File: src/rtl/queue_drain.sv
// queue_drain: pops words from the 8-entry queue (deq/dout/empty, 1-cycle read
// latency) and re-presents them as a valid/ready stream through a 2-entry
// skid buffer, counting every accepted output word.
module queue_drain #(
  parameter int unsigned DWIDTH   = 32,
  parameter int unsigned CNTWIDTH = 16
) (
  input  logic                clk,
  input  logic                rst,
  input  logic                en,
  input  logic                q_empty,
  output logic                q_deq,
  input  logic [DWIDTH-1:0]   q_dout,
  output logic                m_valid,
  input  logic                m_ready,
  output logic [DWIDTH-1:0]   m_data,
  output logic [CNTWIDTH-1:0] words_out,
  output logic                busy
);

  // Width of the "committed words" sum (occupancy + in-flight read).
  localparam int unsigned LVLW = 3;

  // Encoding equals buffer occupancy so the state can feed the level sum.
  typedef enum logic [1:0] {
    S_EMPTY = 2'd0,
    S_ONE   = 2'd1,
    S_TWO   = 2'd2
  } state_t;

  state_t              r_state;
  state_t              w_state_nxt;
  logic                r_pend;
  logic [DWIDTH-1:0]   r_head;
  logic [DWIDTH-1:0]   r_tail;
  logic [CNTWIDTH-1:0] r_words;

  logic                w_pop;
  logic                w_cap;
  logic                w_deq;
  logic [1:0]          w_occ;
  logic [LVLW-1:0]     w_level;
  logic                w_head_ld_dout;
  logic                w_head_ld_tail;
  logic                w_tail_ld_dout;

  assign w_pop = m_valid & m_ready;
  assign w_cap = r_pend;
  assign w_occ = r_state;

  // Words held or already requested after this edge's pop; must stay below 2.
  assign w_level = LVLW'(w_occ) + LVLW'(r_pend) - LVLW'(w_pop);

  // Dequeue request; combinational from m_ready so a pop frees a slot at once.
  assign w_deq = en & ~q_empty & ~rst & (w_level < LVLW'(2));
  assign q_deq = w_deq;

  // State register: buffer occupancy plus the read-in-flight flag.
  always_ff @(posedge clk or posedge rst) begin
    if (rst) begin
      r_state <= S_EMPTY;
      r_pend  <= 1'b0;
    end else begin
      r_state <= w_state_nxt;
      r_pend  <= w_deq;
    end
  end

  // Next occupancy and buffer write steering; capture lands after the pop.
  always_comb begin
    w_state_nxt    = r_state;
    w_head_ld_dout = 1'b0;
    w_head_ld_tail = 1'b0;
    w_tail_ld_dout = 1'b0;
    unique case (r_state)
      S_EMPTY: begin
        if (w_cap) begin
          w_state_nxt    = S_ONE;
          w_head_ld_dout = 1'b1;
        end
      end
      S_ONE: begin
        if (w_cap && !w_pop) begin
          w_state_nxt    = S_TWO;
          w_tail_ld_dout = 1'b1;
        end else if (!w_cap && w_pop) begin
          w_state_nxt    = S_EMPTY;
        end else if (w_cap && w_pop) begin
          w_head_ld_dout = 1'b1;
        end
      end
      S_TWO: begin
        if (w_pop) begin
          w_state_nxt    = S_ONE;
          w_head_ld_tail = 1'b1;
        end
      end
      default: begin
        w_state_nxt = S_EMPTY;
      end
    endcase
  end

  // Buffer storage: head is the oldest word, tail the second.
  always_ff @(posedge clk or posedge rst) begin
    if (rst) begin
      r_head <= '0;
      r_tail <= '0;
    end else begin
      if (w_head_ld_dout) begin
        r_head <= q_dout;
      end else if (w_head_ld_tail) begin
        r_head <= r_tail;
      end
      if (w_tail_ld_dout) begin
        r_tail <= q_dout;
      end
    end
  end

  // Delivered-word counter, wraps naturally at 2^CNTWIDTH.
  always_ff @(posedge clk or posedge rst) begin
    if (rst) begin
      r_words <= '0;
    end else if (w_pop) begin
      r_words <= r_words + CNTWIDTH'(1);
    end
  end

  assign m_valid   = (r_state != S_EMPTY);
  assign m_data    = r_head;
  assign words_out = r_words;
  assign busy      = r_pend | (r_state != S_EMPTY);

  // A capture into a full buffer without a pop would lose a word.
  a_no_overrun: assert property (@(posedge clk) disable iff (rst)
    !((r_state == S_TWO) && r_pend && !w_pop));

endmodule

File: config.mk
export PLATFORM = sky130hd
export DESIGN_NAME = queue_drain
export DESIGN_NICKNAME = d
export VERILOG_FILES = /design/src/rtl/queue_drain.sv
export SDC_FILE = /design/constraint.sdc
export NUM_CORES = 1
export LEC_CHECK = 0
export ABC_AREA = 0
export CAP_MARGIN = 10
export CORE_MARGIN = 3
export CORE_UTILIZATION = 49
export CTS_CLUSTER_SIZE = 20
export DETAILED_ROUTE_END_ITERATION = 8
export PLACE_DENSITY = 0.79
export SLEW_MARGIN = 20
export SYNTH_ARGS = -nofsm -noshare
export SYNTH_HDL_FRONTEND = slang
export SYNTH_SLANG_ARGS = --single-unit
File: constraint.sdc
create_clock -name clk -period 3.5 [get_ports clk]
set_input_delay 0.525 -clock clk [delete_from_list [all_inputs] [get_ports clk]]
set_output_delay 0.525 -clock clk [all_outputs]
set_load 0.005 [all_outputs]
==> results of run 1 <==
[cells in the mapped netlist (2+ instances only)]
cell	count	area share, %
sky130_fd_sc_hd__dfrtp_1	83	57
sky130_fd_sc_hd__nor2_1	38	3.9
sky130_fd_sc_hd__mux2i_1	33	9.0
sky130_fd_sc_hd__a21oi_1	32	4.4
sky130_fd_sc_hd__mux2_2	29	8.9
sky130_fd_sc_hd__nand2_1	11	1.1
sky130_fd_sc_hd__xnor2_1	11	2.6
sky130_fd_sc_hd__buf_2	5	0.69
sky130_fd_sc_hd__buf_4	5	1.0
sky130_fd_sc_hd__buf_6	5	1.5
sky130_fd_sc_hd__nand4_1	5	0.86
sky130_fd_sc_hd__xor2_1	5	1.2
sky130_fd_sc_hd__nand3_1	4	0.55
sky130_fd_sc_hd__mux2_4	3	1.2
sky130_fd_sc_hd__nand3b_1	3	0.62
sky130_fd_sc_hd__nor3_1	3	0.41
sky130_fd_sc_hd__ha_1	2	0.69
sky130_fd_sc_hd__inv_1	2	0.21
sky130_fd_sc_hd__nand2b_1	2	0.34
[power by group through the flow]
stage	sequential, mW	clock, mW	combinational (mW)
4_1_cts	1.60	0.723	1.31
3_5_place_dp	1.62	0	1.31
6_report	1.60	0.703	1.28
2_1_floorplan	1.59	0	0.673
5_1_grt	1.65	0.765	1.41
3_3_place_gp	1.60	0	1.26
[cell type report]
cell class                      instances  area share [%]
Clock buffer                            9            2.56
Timing Repair Buffer                   96            20.1
Clock inverter                          7            1.71
Sequential cell                        83            42.9
Tap cell                               96            2.48
Multi-Input combinational cell        195            30.1
Inverter                                2           0.181
[placed cells by master, fill, tap and decap left out, drive strengths merged, types with 3 or more instances in the layout]
| cell | n |
|---|---|
| xnor2 | 11 |
| nor3 | 3 |
| nand4 | 6 |
| dfrtp | 83 |
| buf | 9 |
| mux2i | 33 |
| clkdlybuf4s50 | 86 |
| nand3 | 4 |
| xor2 | 5 |
| nand3b | 3 |
| mux2 | 32 |
| nor2 | 39 |
| inv | 4 |
| a21oi | 32 |
| nand2 | 12 |
| clkbuf | 9 |
[per-layer routing]
metal / wire length (µm) / up-vias
met1: 3290 / 1211
met2: 3400 / 67
met4: 45 / 0
li1: - / 1200
met5: 0 / -
met3: 422 / 6
[through the flow]
| stage | cells | area (µm²) | hold WS, ns | power, mW |
|---|---|---|---|---|
| finish | 488 | 4840 | 0.481 | 3.59 |
| global route | 488 | 4840 | 0.510 | 3.82 |
| CTS | 488 | 4840 | 0.486 | 3.63 |
| detailed placement | 472 | 4630 | 0.466 | 2.92 |
| global placement | 472 | 4630 | 0.470 | 2.86 |
| floorplan | 295 | 3650 | 0.468 | 2.26 |
[critical path, cell delays in order]
cell,delay [ns]
sky130_fd_sc_hd__clkdlybuf4s50_1,0.50
sky130_fd_sc_hd__o21a_4,0.13
sky130_fd_sc_hd__inv_1,0.05
sky130_fd_sc_hd__ha_1,0.28
sky130_fd_sc_hd__nand2b_1,0.17
sky130_fd_sc_hd__fa_1,0.51
sky130_fd_sc_hd__nand2_1,0.07
sky130_fd_sc_hd__nor4_2,0.25
sky130_fd_sc_hd__dlygate4sd2_1,0.27
[registers in the layout, indices dropped and copies added (netlist names)]
name and flops:
m_data 32, words_out 16, r_state 2, r_pend 1, r_tail 32
[repair_timing]
item,CTS,global route
gates resized for setup,2,0
setup buffers,0,0
endpoints found under the setup margin,1,0
[kinds of logic after synthesis]
logic type / count (synthesis) / synth area share [%]
multiplexers: 65 / 19.2
buffers and inverters: 17 / 3.46
AO/OA/AOI/OAI: 36 / 5.62
XOR/XNOR: 16 / 3.84
adder cells (fa/ha/maj): 3 / 1.23
AND/OR/NAND/NOR: 75 / 9.76
flip-flops: 83 / 56.9
[path summary, 6_finish.rpt]
check | endpoint | slack, ns | cells after the start
hold / removal | words_out[15] | 0.48 | 1
max in group asynchronous | r_tail[28] | 2.25 | 3
setup / recovery | q_deq | 0.21 | 9
setup reg to reg | r_pend | 1.32 | 7
hold reg to reg | words_out[15] | 0.48 | 1
min in group asynchronous | r_pend | 0.59 | 2
==> parameters.txt, run 1 <==
Parameter                              Value

Outcome
  Outcome ... completed

Timing
  Setup TNS ... 0 ns
  Setup repair after global routing missed its margin ... false
  Pin slew with the least headroom to its limit ... approximately 0.65 ns
  Max Clock Skew ... just under 0.007 ns
  Headroom to the max-slew limit ... 56.7%
  Clock period minus worst slack ... roughly 3.3 ns
  Max-slew violation total from the final report ... 0
  Worst setup margin ... 0.208 ns
  Maximum clock rate ... between 0.3 and 0.4 GHz
  Finish-stage setup viols ... 0
  Period Utilization, post-route ... 94.1%
  Final hold violation count ... 0

Detailed routing
  Vias after detailed routing ... approximately 2500
  DRT iter0 DRCs ... 63
  Detailed Route WL ... ~7000 µm
  Vias per std cell ... about 5
  WL/cell ... 14.7 µm
  Final ANT Viol Nets ... 0
  Drt pass-1 iters ... 4
  Drc violations ... 0

Finish
  Final cell utilization of the core ... 69.0%
  Area of all sequential standard cells ... slightly above 2000 µm²
  Multi-input combinational cell area ... 1460 µm²
  Number of nets in the final layout ... ~430
  Layout fillers ... about 550
  ANT cells ... 0
  Share of post-route cells with drive strength above 1 ... 16.6%
  Area grow syn2layout ... 32.6%

Floorplan
  Core ar. ... roughly 7000 µm²
  DIE AREA ... between 8000 and 9000 µm²
  Cell Rows ... 30
  Die span in x ... 92.3 µm
  Starting density of the core ... between 50% and 60%
  Height of the chip ... slightly above 90 µm
  Top Ports ... 88

Pwr
  Combinational share of power ... between 30% and 40%
  Sw Share ... 29.9%
  Int Pwr ... approximately 2.5 mW
  Part of the power in the clock network ... between 10% and 20%
  Switching power ... roughly 1.1 mW
  LEAKAGE ... between 2 and 2.5 nW
  Worst vdd rail ir drop ... between 0.3 and 0.4 mV
  Power per cell area ... 741 nW/µm²
  Sequential power share ... between 40% and 50%

Global route
  Wire length of the first global-routing pass ... around 12000 µm
  All-layer global routing usage ... ~17%
  Maximum number of pins on one net before global-route repair ... 55
  Fraction of met2 tracks used by global routing ... around 28%
  Met3 Usage GRT ... 4.31%
  Vias in the first global route ... approximately 2500
  Antenna violations before repair ... 0
  GR Overflow Total ... 0
  Most used routing layer in global routing ... met2
  Global-route met1 utilization ... 22.8%

Setup path
  Critical path class ... in2out
  R2r startpoint ... r_state[1]
  Worst-path maximum fanout ... 2
  Arrival time at the worst endpoint ... roughly 2.8 ns
  Endpoint required time on the critical path ... 2.97 ns
  Startpoint of the worst setup timing path ... m_ready
  Worst setup EP type ... output port
  Startpoint kind of the worst setup timing path ... primary input

Yosys
  Number of nets in the synthesized netlist ... about 340
  Register area share after synthesis ... 56.9%
  Post-synthesis area per instance ... 12.4 µm²
  Post-synth cell types ... 33
  Number of enable flip-flop cells after synthesis ... 0
  Post-synthesis async set-or-reset flop share ... 100%
  Total of flip-flops plus latches after synthesis ... between 80 and 90
  Number of instances in the synthesized netlist ... just under 300
  Top FF cell, synth ... sky130_fd_sc_hd__dfrtp_1
  Count of yosys warnings during synthesis ... 0
  Netlist area before placement ... between 3000 and 4000 µm²

Placed design
  DPL Wire Length ... between 4000 and 5000 µm
  Final weighted congestion in routability-driven placement ... 0.811
  Pre-CTS worst setup slack ... -0.177 ns
  Count of buffers inserted at the top-level ports ... 87

Clock network
  Num Clock Sinks ... a little over 80
  Level count of the clock H-tree ... 3
  Clock slew at the register clock pins of the worst setup and hold paths ... 0.09 ns
  Max Root-Sink Buffers ... 2
  Post-CTS Hold Buffers ... 0
  Clock root buffer ... sky130_fd_sc_hd__clkbuf_8
  TritonCTS clock tree ... built
  Skew-Pair Late Insertion Delay ... 0.34 ns
  Cts bufs inserted ... 9

Job
  Max-cap violations ... 0

Min path
  Worst hold path startpoint ... words_out[15]
  Hold WC Path Type ... reg2reg
Power figures use the tool's default switching activity.
==> inputs of run 2 (changes only) <==
--- a/config.mk
+++ b/config.mk
@@ -6,7 +6,7 @@
 export NUM_CORES = 1
 export LEC_CHECK = 0
 export ABC_AREA = 0
-export CAP_MARGIN = 10
+export CAP_MARGIN = 5
 export CORE_MARGIN = 3
 export CORE_UTILIZATION = 49
 export CTS_CLUSTER_SIZE = 20
==> results of run 2 <==
Same layout as run 1: the final DEF is identical, and so are final timing and power.
==> inputs of run 3 (changes only) <==
--- a/config.mk
+++ b/config.mk
@@ -5,13 +5,13 @@
 export SDC_FILE = /design/constraint.sdc
 export NUM_CORES = 1
 export LEC_CHECK = 0
-export ABC_AREA = 0
+export ABC_AREA = 1
 export CAP_MARGIN = 5
 export CORE_MARGIN = 3
-export CORE_UTILIZATION = 49
+export CORE_UTILIZATION = 50
 export CTS_CLUSTER_SIZE = 20
 export DETAILED_ROUTE_END_ITERATION = 8
-export PLACE_DENSITY = 0.79
+export PLACE_DENSITY = 0.8
 export SLEW_MARGIN = 20
 export SYNTH_ARGS = -nofsm -noshare
 export SYNTH_HDL_FRONTEND = slang
==> parameters.txt, run 3 <==
Parameter                              Value

Clock network
  Clock slew at the register clock pins of the worst setup and hold paths ... 0.08 ns (was 0.09 ns)
  Num Clock Sinks ... 83 (unchanged)
  Total setup buffers inserted after CTS ... 0 (unchanged)
  Cts bufs inserted ... 9 (unchanged)
  Max Root-Sink Buffers ... 2 (unchanged)
  Skew-Pair Late Insertion Delay ... 0.33 ns (was 0.34 ns)
  Level count of the clock H-tree ... 3 (unchanged)
  Clock root buffer ... sky130_fd_sc_hd__clkbuf_8 (unchanged)
  TritonCTS clock tree ... built (unchanged)

Floorplan
  Height of the chip ... 92.4 µm (was 92.3 µm)
  Cell Rows ... 30 (unchanged)
  Die span in x ... 92.4 µm (was 92.3 µm)
  Top Ports ... 88 (unchanged)
  DIE AREA ... 8540 µm² (was 8530 µm²)
  Core ar. ... 7020 µm² (unchanged)
  Starting density of the core ... 53.2% (was 52.0%)

Timing
  Setup repair after global routing missed its margin ... false (unchanged)
  Finish-stage setup viols ... 0 (unchanged)
  Max Clock Skew ... 0.00839 ns (was 0.00673 ns)
  Headroom to the max-slew limit ... 61.1% (was 56.7%)
  Setup TNS ... 0 ns (unchanged)
  Maximum clock rate ... 0.303 GHz (was 0.304 GHz)
  Pin slew with the least headroom to its limit ... 0.583 ns (was 0.647 ns)
  Final hold violation count ... 0 (unchanged)
  Max-slew violation total from the final report ... 0 (unchanged)
  Clock period minus worst slack ... 3.30 ns (was 3.29 ns)
  Period Utilization, post-route ... 94.2% (was 94.1%)

Setup path
  Critical path class ... in2out (unchanged)
  CP top delay family ... adder cells (was buffers and inverters)
  Startpoint kind of the worst setup timing path ... primary input (unchanged)
  Worst setup EP type ... output port (unchanged)
  Critical Path Slowest Stage Cell ... sky130_fd_sc_hd__clkdlybuf4s50_1 (was sky130_fd_sc_hd__fa_1)
  Arrival time at the worst endpoint ... 2.77 ns (about the same)
  Endpoint required time on the critical path ... 2.97 ns (about the same)
  CP Cell Sequence ... clkdlybuf4s50_1, o21ai_1, ha_1, or2_2, fa_1, nand2_1, nor4_2, dlygate4sd2_1 (was clkdlybuf4s50_1, o21a_4, inv_1, ha_1, nand2b_1, fa_1, nand2_1, nor4_2, dlygate4sd2_1)
  Total buffers and inverters traversed by the critical path ... 2 (was 3)
  Slowest stage delay, CP ... 0.48 ns (was 0.51 ns)
  Worst-path maximum fanout ... 2 (unchanged)

Pwr
  Part of the power in the clock network ... 19.9% (was 19.6%)
  LEAKAGE ... 2.37 nW (was 2.28 nW)
  Sw Share ... 30.7% (was 29.9%)
  Combinational share of power ... 33.8% (was 35.8%)
  Int Pwr ... 2.35 mW (was 2.52 mW)
  Sequential power share ... 46.3% (was 44.6%)
  Switching power ... 1.04 mW (was 1.07 mW)
  Worst vdd rail ir drop ... 0.368 mV (was 0.382 mV)
  Power per cell area ... 693 nW/µm² (was 741 nW/µm²)

Job
  Max-cap violations ... 0 (unchanged)

Placed design
  Final weighted congestion in routability-driven placement ... 0.814 (was 0.811)
  DPL Wire Length ... 5680 µm (was 4990 µm)
  Count of buffers inserted at the top-level ports ... 87 (unchanged)
  Cell area after placement ... 4690 µm² (was 4630 µm²)

Detailed routing
  Vias per std cell ... 5.09 (about the same)
  DRT iter0 DRCs ... 130 (was 63)
  WL/cell ... 13.4 µm (was 14.7 µm)
  Vias after detailed routing ... 3030 (was 2484)
  Final ANT Viol Nets ... 0 (unchanged)
  Drc violations ... 0 (unchanged)
  Detailed Route WL ... 7960 µm (was 7160 µm)
  Drt pass-1 iters ... 5 (was 4)

Yosys
  Top cells by area, synth ... sky130_fd_sc_hd__dfrtp_1 56%, sky130_fd_sc_hd__inv_1 8.4%, sky130_fd_sc_hd__o221ai_1 7.5% (was sky130_fd_sc_hd__dfrtp_1 57%, sky130_fd_sc_hd__mux2i_1 9.0%, sky130_fd_sc_hd__mux2_2 8.9%)
  Post-synthesis async set-or-reset flop share ... 100% (unchanged)
  Post-synth cell types ... 26 (was 33)
  Number of nets in the synthesized netlist ... 449 (was 335)
  Register area share after synthesis ... 55.6% (was 56.9%)
  Yosys top cell area share ... 55.6% (was 56.9%)
  Number of enable flip-flop cells after synthesis ... 0 (unchanged)
  Post-synthesis area per instance ... 9.13 µm² (was 12.4 µm²)
  Total of flip-flops plus latches after synthesis ... 83 (unchanged)
  Cell type with the highest aggregate area in the netlist ... sky130_fd_sc_hd__dfrtp_1 (unchanged)
  Count leader, synth ... sky130_fd_sc_hd__inv_1 (was sky130_fd_sc_hd__dfrtp_1)
  Number of instances in the synthesized netlist ... 409 (was 295)
  Netlist area before placement ... 3730 µm² (was 3650 µm²)
  Top FF cell, synth ... sky130_fd_sc_hd__dfrtp_1 (unchanged)
  Count of yosys warnings during synthesis ... 0 (unchanged)
  Ranking of synthesized cells by instance count ... 84 x sky130_fd_sc_hd__inv_1, 83 x sky130_fd_sc_hd__dfrtp_1, 69 x sky130_fd_sc_hd__nand2_1, 42 x sky130_fd_sc_hd__nand3_1, 34 x sky130_fd_sc_hd__o21ai_0 (was 83 x sky130_fd_sc_hd__dfrtp_1, 38 x sky130_fd_sc_hd__nor2_1, 33 x sky130_fd_sc_hd__mux2i_1, 32 x sky130_fd_sc_hd__a21oi_1, 29 x sky130_fd_sc_hd__mux2_2)

Global route
  GR Overflow Total ... 0 (unchanged)
  Antenna violations before repair ... 0 (unchanged)
  All-layer global routing usage ... 19.8% (was 17.2%)
  Vias in the first global route ... 2992 (was 2511)
  Maximum number of pins on one net before global-route repair ... 59 (was 55)
  Wire length of the first global-routing pass ... 13800 µm (was 11800 µm)

Finish
  Share of post-route cells with drive strength above 1 ... 6.61% (was 16.6%)
  Final non-filler cell area ... 4880 µm² (was 4840 µm²)
  Area grow syn2layout ... 30.8% (was 32.6%)
  Commonest cells after routing, fill and taps aside ... 86 x sky130_fd_sc_hd__clkdlybuf4s50_1, 83 x sky130_fd_sc_hd__inv_1, 83 x sky130_fd_sc_hd__dfrtp_1 (was 86 x sky130_fd_sc_hd__clkdlybuf4s50_1, 83 x sky130_fd_sc_hd__dfrtp_1, 38 x sky130_fd_sc_hd__nor2_1)
  ANT cells ... 0 (unchanged)
  Most common cell after layout, fill and taps aside ... sky130_fd_sc_hd__clkdlybuf4s50_1 (unchanged)
  Number of nets in the final layout ... 535 (was 427)

Min path
  Hold WC Path Type ... reg2reg (unchanged)

Outcome
  Outcome ... completed (unchanged)
-- run 3: worst paths after layout --
path | from | to | slack, ns | cells after the start
worst max-delay path | m_ready | q_deq | 0.20 | 8
worst min-delay path | r_tail[23] | r_tail[23] | 0.49 | 2
worst max register to register | r_state[1] | r_pend | 1.35 | 6
worst min register to register | r_tail[23] | r_tail[23] | 0.49 | 2
max in group asynchronous | rst | m_data[25] | 2.14 | 3
min in group asynchronous | rst | r_tail[12] | 0.59 | 2
-- run 3: power by group through the flow --
stage | Combinational [mW] | Clock, mW | Sequential, mW
after floorplan | 0.562 | 0 | 1.55
after global placement | 1.11 | 0 | 1.57
after detailed placement | 1.16 | 0 | 1.58
after CTS | 1.16 | 0.693 | 1.57
after global routing | 1.29 | 0.731 | 1.62
final | 1.14 | 0.674 | 1.57
-- run 3: cell families after synthesis --
kind of cell	share of synthesized area, %
buffers and inverters	11.4
and+or+nand+nor	17.0
xor gates and xnor gates	2.34
AOI/OAI and AO/OA	12.5
adders and majority gates	1.21
DFF	55.6
-- run 3: timing repair --
action / in CTS / in global routing
gates resized for setup: 2 / 0
endpoints found under the setup margin: 1 / 0
hold buffers: 0 / 0
-- run 3: worst register-to-register path, stage by stage (launching register included) --
cell and delay, ns:
sky130_fd_sc_hd__dfrtp_1 0.48, sky130_fd_sc_hd__o21ai_1 0.21, sky130_fd_sc_hd__ha_1 0.27, sky130_fd_sc_hd__or2_2 0.31, sky130_fd_sc_hd__fa_1 0.48, sky130_fd_sc_hd__nand2_1 0.06
sky130_fd_sc_hd__nor4_2 0.24
-- run 3: final cells by class --
cell class | instances | area, µm²
Fill cell | 576 | 2130
Sequential cell | 83 | 2080
Multi-Input combinational cell | 221 | 1240
Timing Repair Buffer | 95 | 930
Inverter | 85 | 320
Clock buffer | 11 | 141
Tap cell | 96 | 120
Clock inverter | 4 | 51.3
-- run 3: per-layer routing --
metal  vias to the layer above  GRT usage, %  wire length [µm]
met4                         0          6.68                61
li1                       1491             -                 -
met5                         -             0                 0
met3                         5          3.66               327
met1                      1452          27.3              3680
met2                        82          31.8              3890
-- run 3: per-stage QoR --
stage | total power [mW] | setup WS [ns] | cells | hold WS, ns | util [%]
after floorplan | 2.11 | 0.705 | 409 | 0.453 | -
after global placement | 2.68 | -0.0831 | 580 | 0.466 | 66.8
after detailed placement | 2.74 | -0.140 | 580 | 0.473 | 66.8
after CTS | 3.43 | 0.198 | 595 | 0.492 | 69.6
after global routing | 3.64 | 0.0679 | 595 | 0.517 | 69.6
final | 3.39 | 0.205 | 595 | 0.489 | 69.6
==> RTL edit 1: new RTL, config.mk and constraints of run 1 <==
Set the localparam `LVLW` to 2 (it was 3).
--- a/src/rtl/queue_drain.sv
+++ b/src/rtl/queue_drain.sv
@@ -19,7 +19,7 @@
 );
 
   // Width of the "committed words" sum (occupancy + in-flight read).
-  localparam int unsigned LVLW = 3;
+  localparam int unsigned LVLW = 2;
 
   // Encoding equals buffer occupancy so the state can feed the level sum.
   typedef enum logic [1:0] {
Check against the original RTL: equivalent (Yosys induction, for registers that start in step).
==> RTL edit 1 against run 1 <==
  * Routed wire length up 0.17%
  * First-iteration DRC count down 4.8%
  * Worst hold slack improved by 13 ps
  * Cell area grew 0.36%
  * Sequential cell count unchanged
  * Critical endpoint unchanged
  * Area after synthesis is 2.7% higher
  * Power fell by 1.2%
  * Largest cell class unchanged
  * Setup slack got worse by 52 ps
==> RTL edit 1: results (changes against run 1) <==
status: "complete, no violations"
cts_root_buffer: "clkbuf_8"
drtIter0Drc: 60  # -4.8%
antennaDiodeCount: 0  # unchanged
cts_hold_buf: 0  # unchanged
grt_pass1_wl_microns: 12200  # +3.5%
tightest_slew_ps: 858  # +210 ps
synth-seq-area-share: 0.554  # -0.0150
slowest_stage: "clkdlybuf4s50_1"
r2r-start: "r_state[0]"
ir_drop_mv: 0.309  # -19%
grtUsageTotal: 0.177  # +0.00484
ys_top_cells_by_count: "83 x dfrtp_1, 34 x nor2_1, 33 x mux2i_1"
holdCritPathClass: "flop to flop"
wire_per_inst_microns: 14.7  # +0.37%
dpl.hpwl_microns: 5010  # +0.41%
io_buffer_count: 87  # unchanged
place_ws_ps: 163  # +340 ps
critPathArrivalTime_ps: 2820  # +50 ps
fin_skew_ps: 9.83  # +3.10 ps
syn-num-nets: 334  # -0.30%
drt-pass1-iter-count: 4  # unchanged
synth_warnings: 0  # unchanged
reg2reg_slack_ps: 1460  # +140 ps
p_leak_uw: 0.00196  # -14%
antenna_found_initial: 0  # unchanged
hold_viol_final: 0  # unchanged
vias: 2475  # -0.36%
cts.reportedPaths.clkPinSlew_ps: 80
final_layout_size_suffix_gt1_frac: 0.222  # +0.0558
fin_crit_ps: 3340  # +51.9 ps
nets: 423  # -0.94%
yosys-top-cells-area: "dfrtp_1 55%, mux2i_1 8.8%, mux2_2 8.1%, a21oi_2 7.0%, nor2_1 3.4%"
drv_slew: 0  # unchanged
overflow: 0  # unchanged
cts_setup_buffers: 0  # unchanged
rr_endpoint: "r_pend"
max_stage_delay_ps: 550  # +40 ps
fillers: 553  # +1.5%
htreeDepth: 3  # unchanged
synth_cell_types: 35  # +6.1%
place.gp.congestion: 0.784  # -3.4%
rr_worst_depth: 6  # -1
cts-resized-gates: 0  # -2
cp-endpoint: "q_deq"
clk_path_buf_depth: 2  # unchanged
async_flop_share: 1.00  # unchanged
grt_max_degree: 65  # +18%
crit_path_max_fanout: 5  # +3
==> RTL edit 1: cell count changes after synthesis, sizes merged, moves of 2 or more <==
cell    change
nor3        -2
xor2        -3
a21oi       +2
nor2        -4
xnor2       +3
and4        +2
nand3b      -2
nand4       -2
nand3       +3
==> RTL edit 1: routing by layer <==
layer | global-route usage | vias to the layer above | routed length [microns]
met1 | 0.239 | 1213 | 3190
met4 | 0.0623 | 0 | 105
met2 | 0.285 | 59 | 3560
met3 | 0.0314 | 9 | 316
met5 | 0 | - | 0
li1 | - | 1194 | -
==> RTL edit 1: area by class of cell <==
class,instances,area [sq um],area share
Sequential cell,83,2080,0.427
Inverter,3,12.5,0.00257
Clock inverter,2,12.5,0.00257
Clock buffer,13,149,0.0306
Timing Repair Buffer,93,941,0.194
Multi-Input combinational cell,194,1540,0.318
Tap cell,99,124,0.0255
==> RTL edit 1: critical path, delay by kind of cell <==
family                   cells  cell delay (ps)
buffers and inverters        3             1090
AND/OR/NAND/NOR              1              470
AO/OA/AOI/OAI                3              390
adder cells (fa/ha/maj)      1              340
==> RTL edit 1: where the power goes <==
part | internal [uW] | switching [uW]
clock | 274 | 323
sequential | 1370 | 245
combinational | 817 | 518
==> RTL edit 1: per-stage QoR <==
step / hold slack [ps] / power, uW / std cells / util / cell area [sq um]
after global routing: 500 / 3810 / 487 / 0.663 / 4860
after detailed placement: 485 / 3000 / 472 / 0.641 / 4700
after global placement: 462 / 2930 / 472 / 0.641 / 4700
final: 494 / 3550 / 487 / 0.663 / 4860
after CTS: 498 / 3600 / 487 / 0.663 / 4860
after floorplan: 464 / 2350 / 295 / - / 3750
==> RTL edit 1: worst min path at each step <==
stage,to,cells after the start,startpoint
finish,words_out[15],1,words_out[15]
global route,words_out[15],1,words_out[15]
CTS,words_out[9],1,words_out[9]
detailed placement,r_tail[15],1,r_tail[15]
global placement,words_out[15],1,words_out[15]
floorplan,r_tail[0],1,r_tail[0]
==> RTL edit 1: cell families (layout without fill, tap and decap cells) <==
| kind of cell | count (synthesis) | after routing | synth area share |
|---|---|---|---|
| DFF | 83 | 83 | 0.554 |
| and+or+nand+nor | 72 | 72 | 0.0934 |
| muxes | 65 | 65 | 0.184 |
| AOI/OAI and AO/OA | 39 | 39 | 0.0881 |
| buffers and inverters | 18 | 111 | 0.0367 |
| xor gates and xnor gates | 16 | 16 | 0.0374 |
| adders and majority gates | 2 | 2 | 0.00667 |
==> RTL edit 2: new RTL, flow settings as in run 1 <==
Without the edit above. Reset style: synchronous (`rst`), changed in 3 clocked blocks.
--- a/src/rtl/queue_drain.sv
+++ b/src/rtl/queue_drain.sv
@@ -56,7 +56,7 @@
   assign q_deq = w_deq;
 
   // State register: buffer occupancy plus the read-in-flight flag.
-  always_ff @(posedge clk or posedge rst) begin
+  always_ff @(posedge clk) begin
     if (rst) begin
       r_state <= S_EMPTY;
       r_pend  <= 1'b0;
@@ -102,7 +102,7 @@
   end
 
   // Buffer storage: head is the oldest word, tail the second.
-  always_ff @(posedge clk or posedge rst) begin
+  always_ff @(posedge clk) begin
     if (rst) begin
       r_head <= '0;
       r_tail <= '0;
@@ -119,7 +119,7 @@
   end
 
   // Delivered-word counter, wraps naturally at 2^CNTWIDTH.
-  always_ff @(posedge clk or posedge rst) begin
+  always_ff @(posedge clk) begin
     if (rst) begin
       r_words <= '0;
     end else if (w_pop) begin
Check against the original RTL: differs if rst is asserted again (counterexample within 4 cycles, from zero or initial values and one cycle with rst high); with rst held inactive, the same outputs for 10 cycles.
==> RTL edit 2 against run 1 <==
  * Clock skew is 7.0 ps higher
  * Area after synthesis is 2.6% lower
  * First-iteration DRC count is 110% higher
  * Global-route usage is 2.6 points higher
  * Maximum frequency is 2.0% higher
  * Setup slack better by 66 ps
  * Critical path depth is 1 lower
  * Sequential cell count stayed put
  * Cell area is 5.1% lower
  * Worst hold slack worse by 23 ps
  * Routed wire length is 13% higher
  * Core utilization is 2.5 points lower
Power is not compared: it rests on default switching activity, and its combinational part moved more than twofold at a synthesized area within 25%.
==> RTL edit 2: results (changes against run 1) <==
status: "complete, no violations"
viasPerCell: 5.14  # +1.1%
rr_endpoint: "r_pend"
async_flop_share: 0  # -1.00
die_area_sq_mm: 0.00832  # -2.4%
route.met2.wl_microns: 3910  # +15%
hold_slack_ps: 458  # -23.3 ps
cts.reportedPaths.clkPinSlew_ps: 80
cts_root_buffer: "clkbuf_8"
hold_end: "r_tail[28]"
synth_cell_types: 37  # +12%
min_from: "r_tail[28]"
dpl-instance-area_sq_mm: 0.00439  # -5.1%
reg2reg_slack_ps: 1390  # +70 ps
grt_max_degree: 87  # +58%
ir_drop_mv: 0.283
avgSynthCellArea_sq_um: 9.10  # -27%
place_ws_ps: -6.90  # +170 ps
dp.cells: 551  # +17%
dpl.hpwl_microns: 5050  # +1.3%
grtUsageTotal: 0.198  # +0.0263
wl_met1_microns: 3740  # +14%
nets: 506  # +19%
ys_top_cells_by_count: "83 x dfxtp_1, 71 x nand2_1, 54 x nor2_1"
grtUsageMet1: 0.250  # +0.0213
synth-seq-area-share: 0.467  # -0.102
syn-num-nets: 431  # +29%
place.gp.congestion: 0.743  # -8.4%
wirelength_microns: 8090  # +13%
wire_per_inst_microns: 14.3  # -2.7%
holdCritPathClass: "flop to flop"
wl_met3_microns: 420  # -0.47%
fin_skew_ps: 13.7  # +7.00 ps
max_freq_ghz: 0.310  # +2.0%
tightest_slew_ps: 882  # +234 ps
hold_depth: 2  # +1
final_layout_size_suffix_gt1_frac: 0.0743  # -0.0915
critPathArrivalTime_ps: 2700  # -70 ps
use_met2: 0.332  # +0.0556
grtUsageMet3: 0.0655  # +0.0224
clk_path_buf_depth: 2  # unchanged
drt-pass1-iter-count: 5  # +1
rr_worst_depth: 6  # -1
drtIter0Drc: 135  # +110%
r2r-start: "r_state[0]"
grt_pass1_wl_microns: 13600  # +15%
yosys-top-cells-area: "dfxtp_1 47%, mux2i_1 9.6%, nand2_1 7.5%, a211oi_1 6.3%, nor2_1 5.7%"
[RTL edit 2: cell count changes after synthesis, moves of 3 or more]
cell | run 1 | this run
xnor2_1 | 11 | 8
nand4_1 | 5 | 2
nor2_1 | 38 | 54
buf_2 | 5 | 11
nand2_1 | 11 | 71
dfxtp_1 | 0 | 83
clkbuf_1 | 0 | 11
dfrtp_1 | 83 | 0
mux2_2 | 29 | 2
mux2_4 | 3 | 0
buf_12 | 0 | 3
buf_4 | 5 | 2
a211oi_1 | 0 | 30
[RTL edit 2: power breakdown]
group | total (uW) | switching [uW] | internal [uW]
clock | 707 | 368 | 339
combinational | 174 | 72.4 | 101
sequential | 985 | 16.5 | 969
total | 1870 | 457 | 1410
[RTL edit 2: final cells by class]
class / instances / area [sq um]
Clock buffer: 10 / 128
Tap cell: 96 / 120
Sequential cell: 83 / 1660
Inverter: 1 / 3.75
Fill cell: 582 / 2310
Timing Repair Buffer: 94 / 917
Clock inverter: 6 / 73.8
Multi-Input combinational cell: 277 / 1690
[RTL edit 2: timing repair]
action / 4_1_cts / 5_1_grt
hold endpoints to repair: 0 / 0
gates resized for setup: 1 / 0
hold buffers: 0 / 0
setup endpoints to repair: 1 / 0
[RTL edit 2: cell families after synthesis]
kind of cell / Yosys count / share of synthesized area
compound gates: 69 / 0.134
xor+xnor: 13 / 0.0320
fa+ha+maj: 3 / 0.0127
buf+inv: 31 / 0.0587
flops: 83 / 0.467
mux: 37 / 0.105
simple gates: 155 / 0.190
[RTL edit 2: worst max-delay path, cell delays in order]
cell and delay (ps):
clkdlybuf4s50_1 520, o21ai_4 80, ha_1 300, or2b_1 260, fa_1 490, nand2_1 70, nor4_1 210, dlygate4sd2_1 260
